[config.mk]
export PLATFORM = sky130hd
export DESIGN_NAME = mult_div_unit
export DESIGN_NICKNAME = d
export VERILOG_FILES = /design/src/rtl/mdu_pkg.sv /design/src/rtl/mdu_sign_fix.sv /design/src/rtl/mult_div_unit.sv
export SDC_FILE = /design/constraint.sdc
export NUM_CORES = 1
export LEC_CHECK = 0
export CAP_MARGIN = 20
export CORE_MARGIN = 2
export CORE_UTILIZATION = 35
export DETAILED_ROUTE_END_ITERATION = 8
export PLACE_DENSITY = 0.67
export SLEW_MARGIN = 10
export SYNTH_ARGS = -nofsm -noshare
export SYNTH_HDL_FRONTEND = slang
export SYNTH_HIERARCHICAL = 1
export SYNTH_SLANG_ARGS = --single-unit
[constraint.sdc]
create_clock -name clk -period 2.97 [get_ports clk]
set_input_delay 0.7425 -clock clk [delete_from_list [all_inputs] [get_ports clk]]
set_output_delay 0.7425 -clock clk [all_outputs]
set_load 0.01 [all_outputs]
[src/rtl/mdu_pkg.sv]
// mdu_pkg: shared constants and types for the iterative multiply/divide unit.
//   - WIDTH / MDU_ITERS / CNT_W : datapath width, iteration count, counter width
//   - MDU_* opcodes             : op encodings on mult_div_unit.op
//   - mdu_state_e               : IDLE/RUN/FIN control states
//   - mdu_result_t              : {hi, lo} result payload
package mdu_pkg;

    localparam int unsigned WIDTH     = 32;
    localparam int unsigned MDU_ITERS = 32;
    localparam int unsigned CNT_W     = 5;

    localparam logic [1:0] MDU_MULT  = 2'b00;
    localparam logic [1:0] MDU_MULTU = 2'b01;
    localparam logic [1:0] MDU_DIV   = 2'b10;
    localparam logic [1:0] MDU_DIVU  = 2'b11;

    typedef enum logic [1:0] {
        IDLE = 2'd0,
        RUN  = 2'd1,
        FIN  = 2'd2
    } mdu_state_e;

    typedef struct packed {
        logic [WIDTH-1:0] hi;
        logic [WIDTH-1:0] lo;
    } mdu_result_t;

endpackage

[src/rtl/mdu_sign_fix.sv]
// mdu_sign_fix: combinational sign handling for signed MULT/DIV.
// Only instantiated when MDU_SIGNED_EN is defined.
//   signed_i             : operation is signed (MULT/DIV)
//   rs_i / rt_i          : raw operands
//   mag_a_c_o/mag_b_c_o  : operand magnitudes
//   neg_a_c_o/neg_b_c_o  : operand sign flags (0 for unsigned ops)
//   is_div_i             : result is {remainder, quotient} rather than a product
//   neg_lo_i / neg_hi_i  : negate product/quotient, negate remainder
//   res_i / res_c_o      : unsigned result in, sign-corrected result out
module mdu_sign_fix
    import mdu_pkg::*;
(
    input  logic             signed_i,
    input  logic [WIDTH-1:0] rs_i,
    input  logic [WIDTH-1:0] rt_i,
    output logic [WIDTH-1:0] mag_a_c_o,
    output logic [WIDTH-1:0] mag_b_c_o,
    output logic             neg_a_c_o,
    output logic             neg_b_c_o,
    input  logic             is_div_i,
    input  logic             neg_lo_i,
    input  logic             neg_hi_i,
    input  mdu_result_t      res_i,
    output mdu_result_t      res_c_o
);

    logic [2*WIDTH-1:0] prod_neg;

    // Operand conditioning; -32'h80000000 wraps to itself, which is the correct magnitude
    assign neg_a_c_o = signed_i & rs_i[WIDTH-1];
    assign neg_b_c_o = signed_i & rt_i[WIDTH-1];
    assign mag_a_c_o = neg_a_c_o ? (~rs_i + WIDTH'(1)) : rs_i;
    assign mag_b_c_o = neg_b_c_o ? (~rt_i + WIDTH'(1)) : rt_i;

    assign prod_neg = ~res_i + (2*WIDTH)'(1);

    // Result fixup: whole 64-bit product, or quotient and remainder independently
    always_comb begin
        res_c_o = res_i;
        if (!is_div_i) begin
            if (neg_lo_i) begin
                res_c_o = mdu_result_t'(prod_neg);
            end
        end else begin
            if (neg_lo_i) begin
                res_c_o.lo = ~res_i.lo + WIDTH'(1);
            end
            if (neg_hi_i) begin
                res_c_o.hi = ~res_i.hi + WIDTH'(1);
            end
        end
    end

endmodule

[src/rtl/mult_div_unit.sv]
// mult_div_unit: iterative radix-2 multiply/divide with architectural HI/LO.
// Executes MULT/MULTU/DIV/DIVU in 33 cycles after the accepting edge
// (32 iterations + 1 commit). MTHI/MTLO writes are honoured only when idle.
// Define MDU_SIGNED_EN to enable signed MULT/DIV; otherwise they run unsigned.
//   clk, reset           : clock, synchronous active-high reset
//   start, op            : launch request and opcode (sampled on accept only)
//   rsData, rtData       : operand A (multiplicand/dividend), operand B
//   hiWrite, loWrite     : MTHI / MTLO strobes with writeData
//   busy, done           : operation in flight, one-cycle result pulse
//   hi, lo               : HI/LO registers
module mult_div_unit
    import mdu_pkg::*;
(
    input  logic             clk,
    input  logic             reset,
    input  logic             start,
    input  logic [1:0]       op,
    input  logic [WIDTH-1:0] rsData,
    input  logic [WIDTH-1:0] rtData,
    input  logic             hiWrite,
    input  logic             loWrite,
    input  logic [WIDTH-1:0] writeData,
    output logic             busy,
    output logic             done,
    output logic [WIDTH-1:0] hi,
    output logic [WIDTH-1:0] lo
);

    mdu_state_e          state_q, state_d;
    logic [2*WIDTH-1:0]  acc_q, acc_d;
    logic [WIDTH-1:0]    opb_q, opb_d;
    logic [CNT_W-1:0]    cnt_q, cnt_d;
    logic                div_q, div_d;
    logic                busy_q, busy_d;
    logic                done_q, done_d;
    logic [WIDTH-1:0]    hi_q, hi_d;
    logic [WIDTH-1:0]    lo_q, lo_d;

    logic [WIDTH-1:0]    mag_a, mag_b;
    mdu_result_t         res_fix;
    logic                op_is_div;

    logic [WIDTH:0]      mul_sum;
    logic [2*WIDTH-1:0]  mul_step;
    logic [WIDTH:0]      rem_sh;
    logic [WIDTH:0]      rem_diff;
    logic [2*WIDTH-1:0]  div_step;

    assign op_is_div = (op == MDU_DIV) || (op == MDU_DIVU);

`ifdef MDU_SIGNED_EN
    logic neg_a, neg_b;
    logic neg_lo_q, neg_lo_d;
    logic neg_hi_q, neg_hi_d;

    mdu_sign_fix u_sign_fix (
        .signed_i  ((op == MDU_MULT) || (op == MDU_DIV)),
        .rs_i      (rsData),
        .rt_i      (rtData),
        .mag_a_c_o (mag_a),
        .mag_b_c_o (mag_b),
        .neg_a_c_o (neg_a),
        .neg_b_c_o (neg_b),
        .is_div_i  (div_q),
        .neg_lo_i  (neg_lo_q),
        .neg_hi_i  (neg_hi_q),
        .res_i     (mdu_result_t'(acc_q)),
        .res_c_o   (res_fix)
    );
`else
    assign mag_a   = rsData;
    assign mag_b   = rtData;
    assign res_fix = mdu_result_t'(acc_q);
`endif

    // Multiply step: conditional add into the upper half, then shift {acc, multiplier} right
    assign mul_sum  = {1'b0, acc_q[2*WIDTH-1:WIDTH]} + (acc_q[0] ? {1'b0, opb_q} : (WIDTH+1)'(0));
    assign mul_step = {mul_sum, acc_q[WIDTH-1:1]};

    // Restoring divide step: shift next dividend bit into the remainder, subtract if it fits
    assign rem_sh   = {acc_q[2*WIDTH-1:WIDTH], acc_q[WIDTH-1]};
    assign rem_diff = rem_sh - {1'b0, opb_q};
    assign div_step = rem_diff[WIDTH] ? {rem_sh[WIDTH-1:0], acc_q[WIDTH-2:0], 1'b0}
                                      : {rem_diff[WIDTH-1:0], acc_q[WIDTH-2:0], 1'b1};

    // Next-state and datapath control
    always_comb begin
        state_d = state_q;
        acc_d   = acc_q;
        opb_d   = opb_q;
        cnt_d   = cnt_q;
        div_d   = div_q;
        busy_d  = busy_q;
        done_d  = 1'b0;
        hi_d    = hi_q;
        lo_d    = lo_q;
`ifdef MDU_SIGNED_EN
        neg_lo_d = neg_lo_q;
        neg_hi_d = neg_hi_q;
`endif
        unique case (state_q)
            IDLE: begin
                if (hiWrite) begin
                    hi_d = writeData;
                end
                if (loWrite) begin
                    lo_d = writeData;
                end
                if (start) begin
                    div_d   = op_is_div;
                    cnt_d   = '0;
                    busy_d  = 1'b1;
                    state_d = RUN;
                    // Divide: {remainder=0, dividend}; multiply: {acc=0, multiplier}
                    acc_d   = op_is_div ? {WIDTH'(0), mag_a} : {WIDTH'(0), mag_b};
                    opb_d   = op_is_div ? mag_b : mag_a;
`ifdef MDU_SIGNED_EN
                    // Divide by zero keeps the all-ones quotient unnegated
                    neg_lo_d = (neg_a ^ neg_b) & (!op_is_div || (rtData != '0));
                    neg_hi_d = op_is_div & neg_a;
`endif
                end
            end
            RUN: begin
                acc_d = div_q ? div_step : mul_step;
                if (cnt_q == CNT_W'(MDU_ITERS - 1)) begin
                    state_d = FIN;
                end else begin
                    cnt_d = cnt_q + CNT_W'(1);
                end
            end
            FIN: begin
                hi_d    = res_fix.hi;
                lo_d    = res_fix.lo;
                done_d  = 1'b1;
                busy_d  = 1'b0;
                cnt_d   = '0;
                state_d = IDLE;
            end
            default: begin
                state_d = IDLE;
                busy_d  = 1'b0;
            end
        endcase
    end

    // State and datapath registers
    always_ff @(posedge clk) begin
        if (reset) begin
            state_q <= IDLE;
            acc_q   <= '0;
            opb_q   <= '0;
            cnt_q   <= '0;
            div_q   <= 1'b0;
            busy_q  <= 1'b0;
            done_q  <= 1'b0;
            hi_q    <= '0;
            lo_q    <= '0;
`ifdef MDU_SIGNED_EN
            neg_lo_q <= 1'b0;
            neg_hi_q <= 1'b0;
`endif
        end else begin
            state_q <= state_d;
            acc_q   <= acc_d;
            opb_q   <= opb_d;
            cnt_q   <= cnt_d;
            div_q   <= div_d;
            busy_q  <= busy_d;
            done_q  <= done_d;
            hi_q    <= hi_d;
            lo_q    <= lo_d;
`ifdef MDU_SIGNED_EN
            neg_lo_q <= neg_lo_d;
            neg_hi_q <= neg_hi_d;
`endif
        end
    end

    assign busy = busy_q;
    assign done = done_q;
    assign hi   = hi_q;
    assign lo   = lo_q;

endmodule

### Word-level counts from Yosys, hierarchy flattened

Index checks and enable logic that the tools add are counted.

| operators by class | value |
|---|---|
| $add $sub $neg | 3 |
| eq/ne operators | 10 |
| multiplexer cells | 20 |
| bitwise logic cells | 1 |
| reductions and logical operators | 12 |

Operators by type and width:

| operator | count |
|---|---|
| 2-to-1 mux 64 bit | 3 |
| 2-to-1 mux 32 bit | 5 |
| one-hot mux 32 bit (2 select lines) | 2 |
| one-hot mux 64 bit (2 select lines) | 1 |
| adder 32 x 32 -> 33 bit | 1 |
| subtractor 33 x 32 -> 33 bit | 1 |
| one-hot mux 5 bit (3 select lines) | 1 |
| AND reduction 2 bit | 6 |
| 2-to-1 mux 5 bit | 2 |
| inequality test 2 bit (second input constant) | 5 |
| == test 2 bit (second input constant) | 3 |
| adder 5 x 1 -> 5 bit (second input constant) | 1 |
| == test 5 bit (second input constant) | 1 |
| 2-to-1 mux 2 bit | 2 |
| one-hot mux 2 bit (2 select lines) | 1 |
| nonzero test 2 bit | 2 |
| AND reduction 3 bit | 1 |
| nonzero test 3 bit | 1 |
| == test 2 x 1 -> 1 bit (second input constant) | 1 |
| logical NOT 2 bit | 1 |
| 2-to-1 mux 1 bit | 2 |
| one-hot mux 1 bit (2 select lines) | 1 |
| logical OR 1 bit | 1 |
| NOT 1 bit | 1 |

| storage, ports and cells | value |
|---|---|
| register bits | 170 |
| output and inout port bits | 66 |

### Longest topological paths before layout

| depth | value |
|---|---|
| depth after elaboration | 5 |
| depth in mapped cells | 14 |
| gate-level depth less buffers | 13 |

### Least setup slack after synthesis

Ideal clock, no wire load.

| timing path | value |
|---|---|
| path type | reg2reg |
| start | register acc_q[31] |
| end | register acc_q[35] |
| library setup time | 0.059 ns |
| arrival time | 3.020 ns |
| required time | 2.911 ns |
| path slack | -0.109 ns |
| stages on the path, launching flop included | 15 |
| buffers on the path | 2 |
| cell sequence | dfxtp_1 -> inv_1 -> ha_1 -> fa_1 -> nand2b_1 -> a21oi_2 -> o2111ai_1 -> a21o_1 -> a211o_1 -> and3b_1 -> buf_6 -> or2_1 -> buf_6 -> a311oi_2 -> a22o_1 |

| on the way | value |
|---|---|
| cells in the longest elaborated chain, start to end | 4 |

Ends and longest elaborated chain:

| what | line | source |
|---|---|---|
| from (decl) | mult_div_unit.sv:30 | `logic [2*WIDTH-1:0] acc_q, acc_d;` |
| from (signal assigned) | mult_div_unit.sv:151 | `acc_q <= '0;` |
| from (signal assigned) | mult_div_unit.sv:165 | `acc_q <= acc_d;` |
| subtractor 33 x 32 -> 33 bit | mult_div_unit.sv:82 | `assign rem_diff = rem_sh - {1'b0, opb_q};` |
| 2-to-1 mux 64 bit | mult_div_unit.sv:83 | `assign div_step = rem_diff[WIDTH] ? {rem_sh[WIDTH-1:0], acc_q[WIDTH-2:0], 1'b0}` |
| 2-to-1 mux 64 bit | mult_div_unit.sv:125 | `acc_d = div_q ? div_step : mul_step;` |
| one-hot mux 64 bit (2 select lines) | mult_div_unit.sv:101 | `unique case (state_q)` |

No other way between the ends.
A chain may end at the register's enable or synchronous reset.

### Worst setup path in the final report

| timing path | value |
|---|---|
| start | register acc_q[31] |
| end | register acc_q[52] |

The elaborated chain is that of the path after synthesis.

==> results.md <==
STA:
- The final-report hold violation count is 0.
- The count of final setup violators is 28.
- The final setup slack of the worst path is -102 ps.
- Hold timing on the final database bottoms out at a slack of 472 ps.
- The maximum achievable frequency is 0.326 GHz.
- The share of the clock period used by the worst path is 103%.
- For the finished layout, the period the worst path requires is 3070 ps.
- The final total negative setup slack is -1440 ps.
- The number of pins with negative max-slew slack in the final report is 0.
- At the pin with the least slew margin, the transition time is 996 ps.
- The worst pin sits at a relative slew slack of 33.4%.
- The final worst clock skew is 9.59 ps.
- Setup repair after global routing could not meet its margin everywhere.

Clocking:
- The number of buffers between clock root and the deepest sink is 2.
- TritonCTS built the clock tree.
- After clock tree synthesis, the clock-pin slew on the worst setup and hold paths is 80 ps.
- The number of CTS-inserted buffers is 17.
- The number of hold-repair buffers added at the cts stage is 0.
- Clock latency on the worst-skew pair, taken at its later pin, is 450 ps.
- The clock sink count is 170.
- The H-tree was split into 4 levels.
- The tree is rooted in a clkbuf_16.

Finish:
- Measured on the finished design, the core utilization comes to 48.2%.
- The count of inserted antenna diode cells is 0.
- The count of nets after finishing is 1860.
- From synthesis to final layout, the design area changed by 35.1%.
- Of the cells placed in the final design, the portion with a size suffix greater than 1 is 15.3%.
- The finished layout holds 2144 standard cells, fillers aside.
- The final standard cell area without fillers is 15800 um^2.
- The filler cells instantiated in the layout total 3196.

Detailed routing:
- The total detailed-routing wirelength is 40400 um.
- In this run, the number of DRC markers left after iteration 0 of detailed routing was 894.
- In this run the remaining antenna-violating nets after routing total 0.
- The count of unresolved DRC violations after routing is 0.
- The first TritonRoute pass finished after 5 iterations.
- In the final routed layout, each cell accounts on average for 18.9 um.
- The via-per-instance ratio is 5.67.
- The number of vias in the routed layout is 12200.

Critical path:
- Together, buffers and inverters on the worst path number 2.
- STA classifies the critical path startpoint as a register.
- In this design, the largest share of critical-path delay is due to compound AO/OA/AOI/OAI gates.
- The critical-path cell with the highest stage delay is dfxtp_2.
- On the worst path, the slowest cell contributes a delay of 350 ps.
- Of all nets on the critical path, the largest fanout is 8.
- The type of destination of the critical path is a register.
- STA puts the critical path data required time at 3250 ps.
- Data arrives at the worst endpoint at 3350 ps.
- The setup path with the least slack is of type reg -> reg.
- The signal on the critical path passes through inv_2 > ha_4 > fa_2 > nand2b_4 > a21oi_4 > o2111ai_2 > a21o_1 > a211o_1 > and3b_2 > nor2_8 > buf_12 > mux2i_1 > o221ai_1.

Synth:
- The cell count after synthesis is 1462.
- For this run, asynchronously set or reset flops after synthesis account for 0%.
- Dividing the synthesized area by the synthesized cell count gives 7.97 um^2.
- The netlist uses 67 different library cells.
- The Yosys step of the flow raised 6 warnings.
- Counting every net in the synthesized netlist gives 1633.
- The leading register cell type out of synthesis is dfxtp_1.
- The synthesized design contains 0 enable-type register cells.
- Sequential cells were found to cover 29.2% of the synthesized design area.
- Synthesis inferred 170 register bits.
- The total standard cell area after synthesis is 11700 um^2.

Power and ir drop:
- The overall power consumption is 7.01 mW.
- In this run the power density over the cells is 445 nW/um^2.
- The standby leakage power is 6.33 nW.
- The maximum ir drop on the vdd rail is 0.375 mV.

Floorplan:
- Row generation in the floorplan step produced 66 rows.
- The number of I/O pins is 169.
- The floorplan die height is 187 um.
- For this configuration, the core starts out at a cell density of 35.7%.
- The full die area is 34800 um^2.
- After floorplanning, the core was sized to cover 32700 um^2.
- The die is 187 um wide.

Global routing:
- The remaining global-route overflow is 0.
- The global-route wire length before repair is 63000 um.
- The number of global-route vias before repair is 11700.
- The pin count of the biggest net entering global routing is 111.
- The number of antenna violations at the first check in global routing is 0.
- The global routing usage summed across all routing layers is 22.4%.

Placement:
- The HPWL after detailed placement is 29500 um.
- The congestion estimate from routability-driven global placement came to 0.931.
- The placed cell area is 14600 um^2.
- The number of port buffers is 167.
- The total instance count after detailed placement is 2096.
- The placement-stage worst setup slack is -306 ps.

Outcome:
- The run finished, with violations left.
- The checks that failed: negative setup slack.

Min path:
- The kind of path behind the tightest hold check is reg -> reg.

Job:
- Across the run, the number of max-cap violations was 0.
-- worst paths after layout --
check / start / to / slack (ps) / cells past startpoint
setup / recovery: acc_q[31] / acc_q[52] / -100 / 13
hold / removal: cnt_q[4] / cnt_q[4] / 470 / 2
setup reg to reg: acc_q[31] / acc_q[52] / -100 / 13
hold reg to reg: cnt_q[4] / cnt_q[4] / 470 / 2
-- cells in the mapped netlist, types with 24 or more instances --
cell type	n	area (um^2)
o21ai_0	60	300
and2_1	32	200
xnor2_1	29	254
mux2i_1	115	1150
a21o_1	31	233
xor2_1	26	228
nor3_1	24	120
nand2_1	156	586
clkbuf_1	78	293
inv_1	49	184
a311oi_1	66	578
a211oi_1	104	781
nor2_1	171	642
ha_1	66	826
dfxtp_1	170	3400
a21oi_1	81	405
-- flip-flops by register name, summed over array words and instances, names as in the netlist --
name     count
busy         1
cnt_q        5
acc_q       64
opb_q       32
div_q        1
hi          32
done         1
state_q      2
lo          32
-- layout by cell type, fill, tap and decap left out, types with 15 or more instances in the layout --
cell	count
nand3_1	15
clkdlybuf4s50_1	165
nand2_1	154
xor2_1	26
ha_1	58
mux2i_1	114
and2_1	32
xnor2_1	29
buf_4	132
a21oi_1	69
a311oi_1	65
o21ai_0	52
a22oi_1	15
inv_1	48
a21o_1	31
nor2_1	166
clkbuf_16	19
a211oi_1	102
dfxtp_1	165
-- where the power goes --
group / switching [mW] / leakage, nW / internal, mW / total, mW
registers: 0.148 / 1.40 / 2.46 / 2.60
clock network: 1.07 / 0.292 / 1.28 / 2.35
logic: 1.07 / 4.63 / 0.979 / 2.05
total: 2.29 / 6.33 / 4.72 / 7.01
-- worst reg2reg max path: stages, from the launching register on --
cell	delay, ps
dfxtp_2	350
inv_2	60
ha_4	160
fa_2	350
nand2b_4	160
a21oi_4	130
o2111ai_2	130
a21o_1	230
a211o_1	300
and3b_2	290
nor2_8	250
buf_12	180
mux2i_1	190
o221ai_1	130
-- logic make-up (layout without fill, tap and decap cells) --
logic type | count (synthesis) | in the layout | share of synthesized area (%)
simple gates | 458 | 459 | 17.4
mux | 116 | 116 | 9.97
fa+ha+maj | 68 | 68 | 7.43
xor+xnor | 55 | 55 | 4.13
flops | 170 | 170 | 29.2
compound gates | 440 | 440 | 26.6
buf+inv | 155 | 394 | 5.30
-- timing repair --
action | in CTS | in global routing
gates resized for setup | 33 | 47
endpoints found under the setup margin | 33 | 33
gates cloned | 1 | 2
setup buffers | 4 | 9
pin swaps | 18 | 26
-- final cells by class --
type                       count  area, um^2  share of cell area (%)
inverter                      49         184                    1.17
timing repair buffer         313        2960                    18.8
clock buffer                  18         439                    2.79
clock inverter                14         160                    1.02
tap                          442         553                    3.51
multi-input combinational   1138        8050                    51.1
sequential                   170        3410                    21.6
-- routing by layer --
layer / vias to the layer above / wire [um] / GRT usage (%)
li1: 5811 / - / -
met1: 5852 / 18600 / 31.1
met2: 434 / 18300 / 35.5
met3: 53 / 2740 / 3.89
met4: 0 / 806 / 6.96
met5: - / 0 / 0
(Power assumes the default switching activity.)
